**src/rtl/weight_route_scheduler.sv**
```systemverilog
// weight_route_scheduler: sequences the clear/route/pop/reuse controls of the
// sequential weight router for a batch of N kernels, replaying each kernel's
// weights R times with one consumer-ready handshake per pass.
// Optional watchdog: define WEIGHT_SCHED_TIMEOUT_EN to enable the LOAD/STREAM
// timeout (o_error pulse followed by ABORT); otherwise o_error is tied low.
module weight_route_scheduler #(
   parameter int ADDR_WIDTH     = 8,
   parameter int CNT_WIDTH      = 8,
   parameter int TIMEOUT_CYCLES = 1023
) (
   input  logic                  i_clk,
   input  logic                  i_rst,
   input  logic                  i_start,
   input  logic                  i_abort,
   input  logic [ADDR_WIDTH-1:0] i_base_addr,
   input  logic [ADDR_WIDTH-1:0] i_kernel_stride,
   input  logic [ADDR_WIDTH-1:0] i_addr_offset,
   input  logic [ADDR_WIDTH-1:0] i_route_size,
   input  logic [CNT_WIDTH-1:0]  i_num_kernels,
   input  logic [CNT_WIDTH-1:0]  i_reuse_count,
   input  logic                  i_route_ready,
   input  logic                  i_route_done,
   input  logic                  i_consumer_ready,
   output logic                  o_reg_clear,
   output logic                  o_fifo_clear,
   output logic                  o_route_en,
   output logic                  o_data_out_en,
   output logic                  o_route_reuse,
   output logic [ADDR_WIDTH-1:0] o_start_addr,
   output logic [ADDR_WIDTH-1:0] o_addr_offset,
   output logic [ADDR_WIDTH-1:0] o_route_size,
   output logic [CNT_WIDTH-1:0]  o_kernel_idx,
   output logic [CNT_WIDTH-1:0]  o_pass_idx,
   output logic                  o_busy,
   output logic                  o_done,
   output logic                  o_error
);

   localparam int CW1 = CNT_WIDTH + 1;

   typedef enum logic [3:0] {
      S_IDLE, S_CLEAR, S_LOAD, S_WAIT, S_STREAM, S_REUSE, S_NEXT, S_DONE, S_ABORT
   } state_t;

   state_t                state_reg, state_next;
   logic [ADDR_WIDTH-1:0] stride_reg, start_addr_reg, offset_reg, size_reg;
   logic [CNT_WIDTH-1:0]  num_reg, reuse_reg, kernel_idx_reg, pass_idx_reg;
   logic                  last_pass, last_kernel, timeout_hit;

   // Counter comparisons are done one bit wider so idx+1 cannot overflow.
   assign last_pass   = ({1'b0, pass_idx_reg} + CW1'(1)) >= {1'b0, reuse_reg};
   assign last_kernel = ({1'b0, kernel_idx_reg} + CW1'(1)) == {1'b0, num_reg};

`ifdef WEIGHT_SCHED_TIMEOUT_EN
   localparam int TO_W = $clog2(TIMEOUT_CYCLES + 1);
   localparam logic [TO_W-1:0] TO_LIMIT = TO_W'(TIMEOUT_CYCLES);
   localparam logic [TO_W-1:0] TO_LAST  = TO_W'(TIMEOUT_CYCLES - 1);

   logic [TO_W-1:0] to_cnt_reg;
   logic            error_reg;
   logic            timed_state;

   assign timed_state = (state_reg == S_LOAD) || (state_reg == S_STREAM);
   assign timeout_hit = timed_state && (to_cnt_reg == TO_LIMIT);

   // Watchdog: counts cycles spent in LOAD/STREAM, cleared on every state change;
   // the error pulse lands on the cycle the count reaches the limit.
   always_ff @(posedge i_clk or posedge i_rst) begin
      if (i_rst) begin
         to_cnt_reg <= '0;
         error_reg  <= 1'b0;
      end else begin
         error_reg <= 1'b0;
         if (state_next != state_reg) begin
            to_cnt_reg <= '0;
         end else if (timed_state) begin
            to_cnt_reg <= to_cnt_reg + TO_W'(1);
            if (to_cnt_reg == TO_LAST) error_reg <= 1'b1;
         end
      end
   end

   assign o_error = error_reg;
`else
   assign timeout_hit = 1'b0;
   assign o_error     = 1'b0;
`endif

   // Next-state decode; abort overrides everything outside IDLE, watchdog next.
   always_comb begin
      state_next = state_reg;
      case (state_reg)
         S_IDLE: begin
            if (i_start && !i_abort) begin
               if ((i_num_kernels == '0) || (i_reuse_count == '0)) state_next = S_DONE;
               else                                               state_next = S_CLEAR;
            end
         end
         S_CLEAR:  state_next = S_LOAD;
         S_LOAD:   if (i_route_ready) state_next = S_WAIT;
         S_WAIT:   if (i_consumer_ready) state_next = S_STREAM;
         S_STREAM: if (i_route_done) state_next = last_pass ? S_NEXT : S_REUSE;
         S_REUSE:  state_next = S_WAIT;
         S_NEXT:   state_next = last_kernel ? S_DONE : S_CLEAR;
         S_DONE:   state_next = S_IDLE;
         S_ABORT:  state_next = S_IDLE;
         default:  state_next = S_IDLE;
      endcase
      if (timeout_hit) state_next = S_ABORT;
      if ((state_reg != S_IDLE) && i_abort) state_next = S_ABORT;
   end

   // FSM state plus latched configuration, kernel/pass counters and address.
   always_ff @(posedge i_clk or posedge i_rst) begin
      if (i_rst) begin
         state_reg      <= S_IDLE;
         stride_reg     <= '0;
         start_addr_reg <= '0;
         offset_reg     <= '0;
         size_reg       <= '0;
         num_reg        <= '0;
         reuse_reg      <= '0;
         kernel_idx_reg <= '0;
         pass_idx_reg   <= '0;
      end else begin
         state_reg <= state_next;
         if ((state_reg == S_IDLE) && (state_next != S_IDLE)) begin
            stride_reg     <= i_kernel_stride;
            start_addr_reg <= i_base_addr;
            offset_reg     <= i_addr_offset;
            size_reg       <= i_route_size;
            num_reg        <= i_num_kernels;
            reuse_reg      <= i_reuse_count;
            kernel_idx_reg <= '0;
            pass_idx_reg   <= '0;
         end
         if ((state_reg == S_REUSE) && (state_next == S_WAIT)) begin
            pass_idx_reg <= pass_idx_reg + CNT_WIDTH'(1);
         end
         if ((state_reg == S_NEXT) && (state_next == S_CLEAR)) begin
            kernel_idx_reg <= kernel_idx_reg + CNT_WIDTH'(1);
            pass_idx_reg   <= '0;
            start_addr_reg <= start_addr_reg + stride_reg;
         end
      end
   end

   // Router controls and status are pure decodes of the state register.
   assign o_reg_clear   = (state_reg == S_CLEAR) || (state_reg == S_ABORT);
   assign o_fifo_clear  = (state_reg == S_ABORT);
   assign o_route_en    = (state_reg == S_LOAD);
   assign o_data_out_en = (state_reg == S_STREAM);
   assign o_route_reuse = (state_reg == S_REUSE);
   assign o_busy        = (state_reg != S_IDLE);
   assign o_done        = (state_reg == S_DONE);

   assign o_start_addr  = start_addr_reg;
   assign o_addr_offset = offset_reg;
   assign o_route_size  = size_reg;
   assign o_kernel_idx  = kernel_idx_reg;
   assign o_pass_idx    = pass_idx_reg;

endmodule
```
**config.mk**
```make
export PLATFORM = sky130hd
export DESIGN_NAME = weight_route_scheduler
export DESIGN_NICKNAME = d
export VERILOG_FILES = /design/src/rtl/weight_route_scheduler.sv
export SDC_FILE = /design/constraint.sdc
export NUM_CORES = 1
export LEC_CHECK = 0
export CAP_MARGIN = 20
export CORE_MARGIN = 2
export CORE_UTILIZATION = 45
export CTS_BUF_LIST = sky130_fd_sc_hd__clkbuf_16
export DETAILED_ROUTE_END_ITERATION = 6
export PLACE_DENSITY = 0.79
export SYNTH_ARGS = -nofsm -noshare
export SYNTH_HDL_FRONTEND = slang
export SYNTH_SLANG_ARGS = --single-unit
export TNS_END_PERCENT = 50
```
**constraint.sdc**
```tcl
create_clock -name i_clk -period 4.4 [get_ports i_clk]
set_input_delay 0.44 -clock i_clk [delete_from_list [all_inputs] [get_ports i_clk]]
set_output_delay 0.44 -clock i_clk [all_outputs]
set_load 0.02 [all_outputs]
```
==> results of run 1 <==
[stage by stage]
stage	util, %	power (W)	hold slack (ns)	cell area [um^2]
4_1_cts	61.0	0.00304	0.481	5270
3_3_place_gp	58.0	0.00233	0.457	5010
2_1_floorplan	-	0.00190	0.450	3950
6_report	61.0	0.00302	0.478	5270
3_5_place_dp	58.0	0.00240	0.464	5010
5_1_grt	61.0	0.00323	0.499	5270
[kinds of logic (layout without fill, tap and decap cells)]
group           Yosys count  count (layout)  synth area share (%)
simple gates            207             207                  24.7
compound gates           76              76                  13.4
flops                    68              68                  43.0
buf+inv                  35             132                  4.40
xor+xnor                 19              19                  4.59
fa+ha+maj                18              18                  5.89
mux                      14              14                  3.80
other cells               1               1                0.0948
[critical path, stage by stage (launching register included)]
cell and delay [ns]:
dfrtp_1 0.45, and2_1 0.20, nand4_1 0.18, nor2_1 0.16
xor2_1 0.23, ha_1 0.28, and3_1 0.20, a221o_1 0.36
a2111oi_2 0.39, o21ai_1 0.17, nor2_4 0.26, buf_4 0.32
nor3_4 0.11, a211o_1 0.32
[placed cells by master, fill, tap and decap left out, types with 9 or more instances in the layout]
cell             instances
mux2i_1                  9
a22o_1                   9
ha_1                    17
clkdlybuf4s50_1        101
inv_1                   12
clkbuf_16                9
o21ai_0                 21
dfrtp_1                 68
a21oi_1                 12
nand2_1                128
xnor2_1                 10
nor2_1                  21
[worst max-delay path by stage]
stage,from,to,slack [ns],cells past startpoint
finish,o_pass_idx[2],o_pass_idx[6],0.66,13
detailed placement,o_pass_idx[2],o_pass_idx[6],0.69,13
global placement,o_pass_idx[2],o_pass_idx[6],0.88,13
CTS,o_pass_idx[2],o_kernel_idx[2],0.67,13
floorplan,o_pass_idx[2],o_kernel_idx[5],1.14,12
global route,o_pass_idx[2],o_pass_idx[6],0.39,13
[final cells by class]
class	instances	area, um^2	share of cell area (%)
Inverter	13	48.8	0.927
Clock inverter	5	31.3	0.594
Clock buffer	9	225	4.28
Tap cell	108	135	2.57
Sequential cell	68	1700	32.3
Multi-Input combinational cell	335	2080	39.6
Timing Repair Buffer	105	1040	19.8
[per-layer routing]
layer,track usage (%),vias up
li1,-,1680
met1,26.1,1544
met2,34.5,108
met3,6.80,13
met4,6.52,0
met5,0,-
[power by group through the flow]
stage	Combinational [W]	Sequential [W]	Clock, W
final	0.00136	0.00103	0.000631
after CTS	0.00137	0.00103	0.000643
after floorplan	0.000800	0.00110	0
after global placement	0.00131	0.00102	0
after global routing	0.00150	0.00106	0.000677
after detailed placement	0.00136	0.00103	0
==> impl_results.md, run 1 <==
* # hold bufs at CTS at 0
* Setup TNS at 0 ns
* Startpoint types: register
* Final setup vio count at 0
* Final min period at 3.74 ns
* Core Box Area at 8640 um^2
* HPWL Detailed at 6950 um
* Row cnt at 34
* Via count at 3345
* Final Max Slew Viols at 0
* Syn Nets at 511
* Main flop type after synthesis: dfrtp_1
* Post-synth EDFFs at 0
* FFs w/ async S/R, synth at 100%
* Worst skew pair latency at 0.33 ns
* Worst R2R Setup Slack at 0.66 ns
* P_int at 0.00185 W
* Top cell type's share of synthesized area at 43.0%
* Sink Count at 68
* Period Utilization, post-route at 84.9%
* M1 WL at 4170 um
* Reg-to-reg endpoint: o_pass_idx[6]
* Reg2Reg Depth at 13
* NumNets Final at 605
* WP data arrival at 3.95 ns
* Ant diodes at 0
* Number of global-route vias before repair at 3406
* Die X-Extent at 97.7 um
* Via-per-instance ratio at 5.20
* Met2 routed WL at 4640 um
* Total CTS buffers at 9
* Die area at 9550 um^2
* RSZ-0062 raised after global routing: no
* Final worst-path setup slack at 0.663 ns
* NetSw at 0.00116 W
* Htree depth at 3
* #FFs+latches synth at 68
* Area grow syn2layout at 33.2%
* Most common cell in the netlist: nand2_1
* Avg WL per Cell at 15.0 um
* Area contributors post-synth: dfrtp_1 (43%), nand2_1 (12%), ha_1 (5.4%)
* Sw Ratio at 38.5%
* First-pass GRT wire length at 16100 um
* DRT antenna net count at 0
* Distinct cells, synth at 57
* Synthesized area at 3950 um^2
* Worst-path clk slew at 0.06 ns
* Worst slack at placement at 0.693 ns
* Largest net degree at the start of global routing at 58
* Initial Utilization at 45.8%
* Power share of the combinational group at 45.1%
* Initial antenna violation count at 0
* Hold path start: o_route_size[4]
* CTS tree: yes
* Ys Warns at 0
* Maximum vdd drop at 343 uV
* Critical Path RT at 4.62 ns
* Yosys top cell by area: dfrtp_1
* Status: completed
* Max Fclk at 268 MHz
* Hold Path Sink: o_route_size[4]
* Worst clock skew at 0.00828 ns
* Top sig layer: met4
* WL final at 9640 um
* Dpl cells at 629
* Reg-to-Reg Start: o_pass_idx[2]
* Worst Tran Pin Value at 0.869 ns
* DR WL met3 at 702 um
* I/O Buffers at 101
* Sequential fraction of the synthesis area at 43.0%
* Chip Height at 97.7 um
* Top post-synthesis cells by count: nand2_1 (128), dfrtp_1 (68), nor2_1 (21), o21ai_0 (21), ha_1 (17)
* Clock power share at 20.9%
* Initial drt markers at 193
* Max Fanout on Critical Path at 23
* Syn avg cell area at 9.03 um^2
* DR DRC count at 0
* Final non-filler cell total at 643
* Post-Syn Instances at 438
* Clk buf depth at 2
* Max-slew headroom at 42.1%
* Gr usage total at 20.8%
* IO Pins at 103
* GPL Wtd Cong at 0.879
* Worst setup path category: register to register
* Pre-antenna DRT Iters at 4
* Max Cap Viol at 0
* PD cells at 573 nW/um^2
* Worst Hold Class: register to register
* WHS Path Cells at 2
* Leak at 2.45 nW
* Endpoint type of the worst setup path: register
* Layout cell share with drive strength beyond 1 at 7.48%
* Cts repair resizes at 0
* Final Hold Fails at 0
* GRT overflow at 0
* Root buf cell: clkbuf_16
* Setup Buffers After CTS at 0
* Filler cells at 730
* Sequential group share of total power at 34.0%
Note: power is estimated with default switching activity, not from simulation.
==> run 2, diff against run 1 <==
Settings changed: PLACE_DENSITY 0.79 to 0.82.
Clock period 4.4 ns to 3.2 ns, I/O delays scaled along.
==> impl_results.md, run 2 (synthesis results as in run 1) <==
* WL final at 10500 um (+9.1%)
* Final Hold Fails at 0 (unchanged)
* Die X-Extent at 97.7 um (unchanged)
* Period Utilization, post-route at 99.1% (+14 points)
* Worst Tran Pin Value at 0.594 ns (-0.275 ns)
* Worst-path clk slew at 0.06 ns (about the same)
* Area grow syn2layout at 41.3%
* Final setup vio count at 0 (unchanged)
* IO Pins at 103 (unchanged)
* Commonest non-fill, non-tap cells in the layout: nand2_1 (128), clkdlybuf4s50_1 (101), dfrtp_1 (64)
* Initial Utilization at 45.8% (unchanged)
* Critical Path RT at 3.41 ns (-1.21 ns)
* Core Box Area at 8640 um^2 (unchanged)
* GPL Wtd Cong at 0.890 (+1.3%)
* Clk buf depth at 2 (unchanged)
* # hold bufs at CTS at 0 (unchanged)
* Largest net degree at the start of global routing at 69 (+19%)
* Worst Setup SP: o_pass_idx[2]
* Dpl cells at 637 (+1.3%)
* I/O Buffers at 101 (unchanged)
* Commonest non-fill, non-tap cell in the layout: nand2_1
* HPWL Detailed at 6960 um (+0.11%)
* CTS tree: yes
* Max Fanout on Critical Path at 6 (-74%)
* Final Max Slew Viols at 0 (unchanged)
* Reg area at 1710 um^2 (+0.29%)
* Max Cap Viol at 0 (unchanged)
* Worst slack at placement at -0.116 ns (-0.809 ns)
* Final worst-path setup slack at 0.0291 ns (-0.633 ns)
* Sink Count at 68 (unchanged)
* Area of the multi-input gates at 2130 um^2 (+2.1%)
* Number of global-route vias before repair at 3621 (+6.3%)
* DRT antenna net count at 0 (unchanged)
* Final min period at 3.17 ns (-0.567 ns)
* Setup TNS at 0 ns (unchanged)
* Endpoint type of the worst setup path: register
* PD cells at 785 nW/um^2 (+37%)
* Crit path largest cell delay at 0.38 ns (-0.07 ns)
* Layout cell share with drive strength beyond 1 at 12.2% (+4.8 points)
* Total power draw at 0.00438 W (+45%)
* Leak at 2.60 nW (+6.3%)
* Worst Hold Class: input pin to async pin
* Initial drt markers at 143 (-26%)
* First-pass GRT wire length at 17200 um (+6.9%)
* Pre-antenna DRT Iters at 5 (+1)
* WP data arrival at 3.38 ns (-0.57 ns)
* Gr usage total at 22.0% (+1.1 points)
* Status: completed
* NumNets Final at 624 (+3.1%)
* DR DRC count at 0 (unchanged)
* Worst setup path category: register to register
* Initial antenna violation count at 0 (unchanged)
* Startpoint types: register
* Avg WL per Cell at 15.8 um (+5.6%)
* Max Fclk at 315 MHz (+18%)
* WHS at 0.385 ns (-0.0934 ns)
* Chip Height at 97.7 um (unchanged)
* Ant diodes at 0 (unchanged)
* Maximum vdd drop at 464 uV (+35%)
* Slowest cell on crit path: a221o_1
* Total CTS buffers at 9 (unchanged)
* Via count at 3567 (+6.6%)
* Critical-path cell list: and2_4, nand4_1, or2_2, nand2_1, ha_1, and3_4, a221o_1, a2111oi_4, o21ai_2, nor2_4, mux2_4, a22o_1
* Root buf cell: clkbuf_16
* Final non-filler cell total at 664 (+3.3%)
* GRT overflow at 0 (unchanged)
* Row cnt at 34 (unchanged)
* Worst clock skew at 0.00716 ns (-0.00113 ns)
* Die area at 9550 um^2 (unchanged)
* Worst skew pair latency at 0.33 ns (about the same)
* Via-per-instance ratio at 5.37 (+3.3%)
* Htree depth at 3 (unchanged)
* Max-slew headroom at 60.4% (+18 points)
* RSZ-0062 raised after global routing: yes
* Filler cells at 684 (-6.3%)
* Reg-to-Reg Start: o_pass_idx[2]
==> run 2: changes by cell type in the layout (fill, tap and decap cells not counted), sizes merged <==
cell      change
buf          +17
bufinv        +2
clkbuf        +2
clkinv        -1
clkinvlp      -1
inv           +2
==> run 2: metal layers <==
layer | vias up | global-route usage, % | share of wire (%)
li1 | 1723 | - | -
met1 | 1697 | 27.3 | 42
met2 | 127 | 37.7 | 50
met3 | 20 | 5.01 | 6.0
met4 | 0 | 7.91 | 1.9
met5 | - | 0 | 0
==> run 2: worst max-delay path, delay by kind of cell (launching register included) <==
kind | cells | cell delay, ns
flops | 1 | 0.36
fa+ha+maj | 1 | 0.24
simple gates | 6 | 1.12
compound gates | 4 | 1.01
mux | 1 | 0.33
==> run 2: through the flow <==
step | util, % | cell area, um^2
2_1_floorplan | - | 3960
5_1_grt | 64.7 | 5590
6_report | 64.7 | 5590
3_3_place_gp | 59.1 | 5100
4_1_cts | 63.0 | 5440
3_5_place_dp | 59.1 | 5100
==> run 2: cell type report <==
type / count / area share, %
inverters: 13 / 0.874
clock buffers: 9 / 4.03
flip-flops and latches: 68 / 30.6
well taps: 108 / 2.42
multi-input cells: 335 / 38.1
repair buffers: 124 / 22.4
clock inverters: 7 / 1.64
==> run 2: final timing paths <==
path / endpoint / cells after the start / slack, ns
setup / recovery: o_kernel_idx[7] / 12 / 0.03
hold / removal: reuse_reg[2] / 3 / 0.38
setup reg to reg: o_kernel_idx[7] / 12 / 0.03
hold reg to reg: o_addr_offset[0] / 2 / 0.47
max in group asynchronous: o_pass_idx[3] / 3 / 2.51
min in group i_clk: o_addr_offset[0] / 2 / 0.47
==> run 2: power by group <==
part / total, W / internal [W] / switching (W)
registers: 0.00141 / 0.00117 / 0.000247
logic: 0.00192 / 0.000894 / 0.00103
clock network: 0.00105 / 0.000679 / 0.000371
==> run 2: timing repair <==
| action | in CTS | in global routing |
|---|---|---|
| cloned | 0 | 2 |
| resized for setup | 2 | 8 |
| pin swaps | 3 | 13 |
| buffers inserted | 1 | 8 |
| hold endpoints to repair | 0 | 0 |
| endpoints found under the setup margin | 16 | 18 |
==> run 3, diff against run 2 <==
Settings changed: GPL_ROUTABILITY_DRIVEN set to 0, GPL_TIMING_DRIVEN set to 0.
==> impl_results.md, run 3 (synthesis results as in run 1) <==
* Status: finished with violations
* Failing checks: negative setup slack
* First-pass GRT wire length at 17800 um (+3.3%)
* Core Box Area at 8640 um^2 (unchanged)
* Total CTS buffers at 9 (unchanged)
* Via count at 3654 (+2.4%)
* Final worst-path setup slack at -0.00891 ns (-0.0380 ns)
* Worst slack at placement at -0.269 ns (-0.153 ns)
* Worst setup path category: register to register
* Commonest non-fill, non-tap cell in the layout: nand2_1
* Worst skew pair latency at 0.33 ns (about the same)
* Largest net degree at the start of global routing at 69 (unchanged)
* Chip Height at 97.7 um (unchanged)
* Grt peak-use layer: met2
* GRT overflow at 0 (unchanged)
* Fin util at 64.8% (+0.087 points)
* PD cells at 796 nW/um^2 (+1.4%)
* Max Fanout on Critical Path at 5 (-1)
* Worst clock skew at 0.00822 ns (+0.00106 ns)
* Initial drt markers at 181 (+27%)
* Row cnt at 34 (unchanged)
* Maximum vdd drop at 479 uV (+3.2%)
* Worst-path clk slew at 0.06 ns (about the same)
* Setup TNS at -0.0108 ns (-0.0108 ns)
* Critical Path RT at 3.41 ns (about the same)
* Die area at 9550 um^2 (unchanged)
* Number of global-route vias before repair at 3816 (+5.4%)
* Initial Utilization at 45.8% (unchanged)
* Max Cap Viol at 0 (unchanged)
* Final setup vio count at 2 (+2)
* DR DRC count at 0 (unchanged)
* Worst R2R Setup Slack at -0.009 ns (-0.04 ns)
* GRT met2 Usage at 40.7% (+3.0 points)
* Pre-antenna DRT Iters at 5 (unchanged)
* Area grow syn2layout at 41.5%
* DRT antenna net count at 0 (unchanged)
* Worst Tran Pin Value at 0.846 ns (+0.252 ns)
* HPWL Detailed at 7450 um (+7.0%)
* Sink Count at 68 (unchanged)
* Die X-Extent at 97.7 um (unchanged)
* Filler cells at 685 (+0.15%)
* Worst Hold Class: register to register
* NumNets Final at 635 (+1.8%)
* CTS tree: yes
* Via-per-instance ratio at 5.41 (+0.77%)
* I/O Buffers at 101 (unchanged)
* Htree depth at 3 (unchanged)
* Layout cell share with drive strength beyond 1 at 12.7% (+0.47 points)
* # hold bufs at CTS at 0 (unchanged)
* RSZ-0062 raised after global routing: yes
* Max-slew headroom at 43.6% (-17 points)
* Endpoint type of the worst setup path: register
* IO Pins at 103 (unchanged)
* Clk buf depth at 2 (unchanged)
* WP data arrival at 3.42 ns (+0.04 ns)
* Root buf cell: clkbuf_16
* Ant diodes at 0 (unchanged)
* Avg WL per Cell at 15.9 um (+0.40%)
* GR met3 Demand/Resource at 6.01% (+1.0 points)
* Final Hold Fails at 0 (unchanged)
* Initial antenna violation count at 0 (unchanged)
* Leak at 2.61 nW (+0.47%)
* Commonest non-fill, non-tap cells in the layout: nand2_1 (128), clkdlybuf4s50_1 (101), dfrtp_1 (64)
* Max Fclk at 312 MHz (-1.2%)
* Period Utilization, post-route at 100% (+1.2 points)
* Final min period at 3.21 ns (+0.0380 ns)
* Gr usage total at 22.9% (+0.90 points)
* Final Max Slew Viols at 0 (unchanged)
* Startpoint types: register
* Global Route met1 Usage at 27.1% (-0.14 points)
* Total power draw at 0.00445 W (+1.6%)
* WL final at 10700 um (+2.1%)
-- run 3: cell count changes in the layout (fill, tap and decap cells not counted), moves of 2 or more --
cell and change:
buf_2 +6, clkbuf_1 +5, buf_1 +3, buf_12 -2
-- run 3: power by group --
part | internal, W | total, W | switching (W)
Combinational | 0.000927 | 0.00201 | 0.00109
Sequential | 0.00117 | 0.00138 | 0.000210
Clock | 0.000679 | 0.00106 | 0.000383
-- run 3: critical path, cell delays in order (launching register included) --
cell and delay, ns:
dfrtp_2 0.43, ha_4 0.18, nand4_1 0.17, xnor2_1 0.22, ha_1 0.27, a21o_1 0.20, a221o_1 0.42, a2111oi_4 0.26
o21ai_2 0.13, nor2_4 0.21, mux2_2 0.36, a22o_1 0.23
-- run 3: metrics by stage --
| step | cell area (um^2) | hold WS, ns | cells |
|---|---|---|---|
| CTS | 5490 | 0.478 | 669 |
| global route | 5590 | 0.506 | 675 |
| global placement | 5100 | 0.457 | 647 |
| floorplan | 3960 | 0.425 | 438 |
| finish | 5590 | 0.476 | 675 |
| detailed placement | 5110 | 0.464 | 647 |
-- run 3: area by class of cell --
class	instances	area, um^2	area share (%)
repair buffers	113	1120	20.0
clock inverters	7	92.6	1.66
plain buffers	22	135	2.42
multi-input cells	335	2130	38.1
clock buffers	9	225	4.03
well taps	108	135	2.42
inverters	13	51.3	0.917
flip-flops and latches	68	1710	30.5
-- run 3: worst paths after layout --
kind                       cells after the start                to        startpoint
setup / recovery                              11   o_kernel_idx[7]     o_pass_idx[0]
hold / removal                                 2  o_addr_offset[3]  o_addr_offset[3]
setup reg to reg                              11   o_kernel_idx[7]     o_pass_idx[0]
hold reg to reg                                2  o_addr_offset[3]  o_addr_offset[3]
max in group asynchronous                      2     o_pass_idx[0]             i_rst
min in group asynchronous                      2     o_pass_idx[3]             i_rst
-- run 3: timing repair --
| item | 4_1_cts | 5_1_grt |
|---|---|---|
| cloned | 0 | 1 |
| gates resized for setup | 3 | 11 |
| endpoints found under the setup margin | 24 | 24 |
| pin swaps | 6 | 5 |
| setup buffers | 6 | 5 |
-- run 3: routing by layer --
layer | routed length (um) | share of wire (%) | vias to the layer above
met4 | 147 | 1.4 | 0
met5 | 0 | 0 | -
li1 | - | - | 1747
met2 | 5360 | 50 | 149
met1 | 4440 | 41 | 1743
met3 | 789 | 7.3 | 15
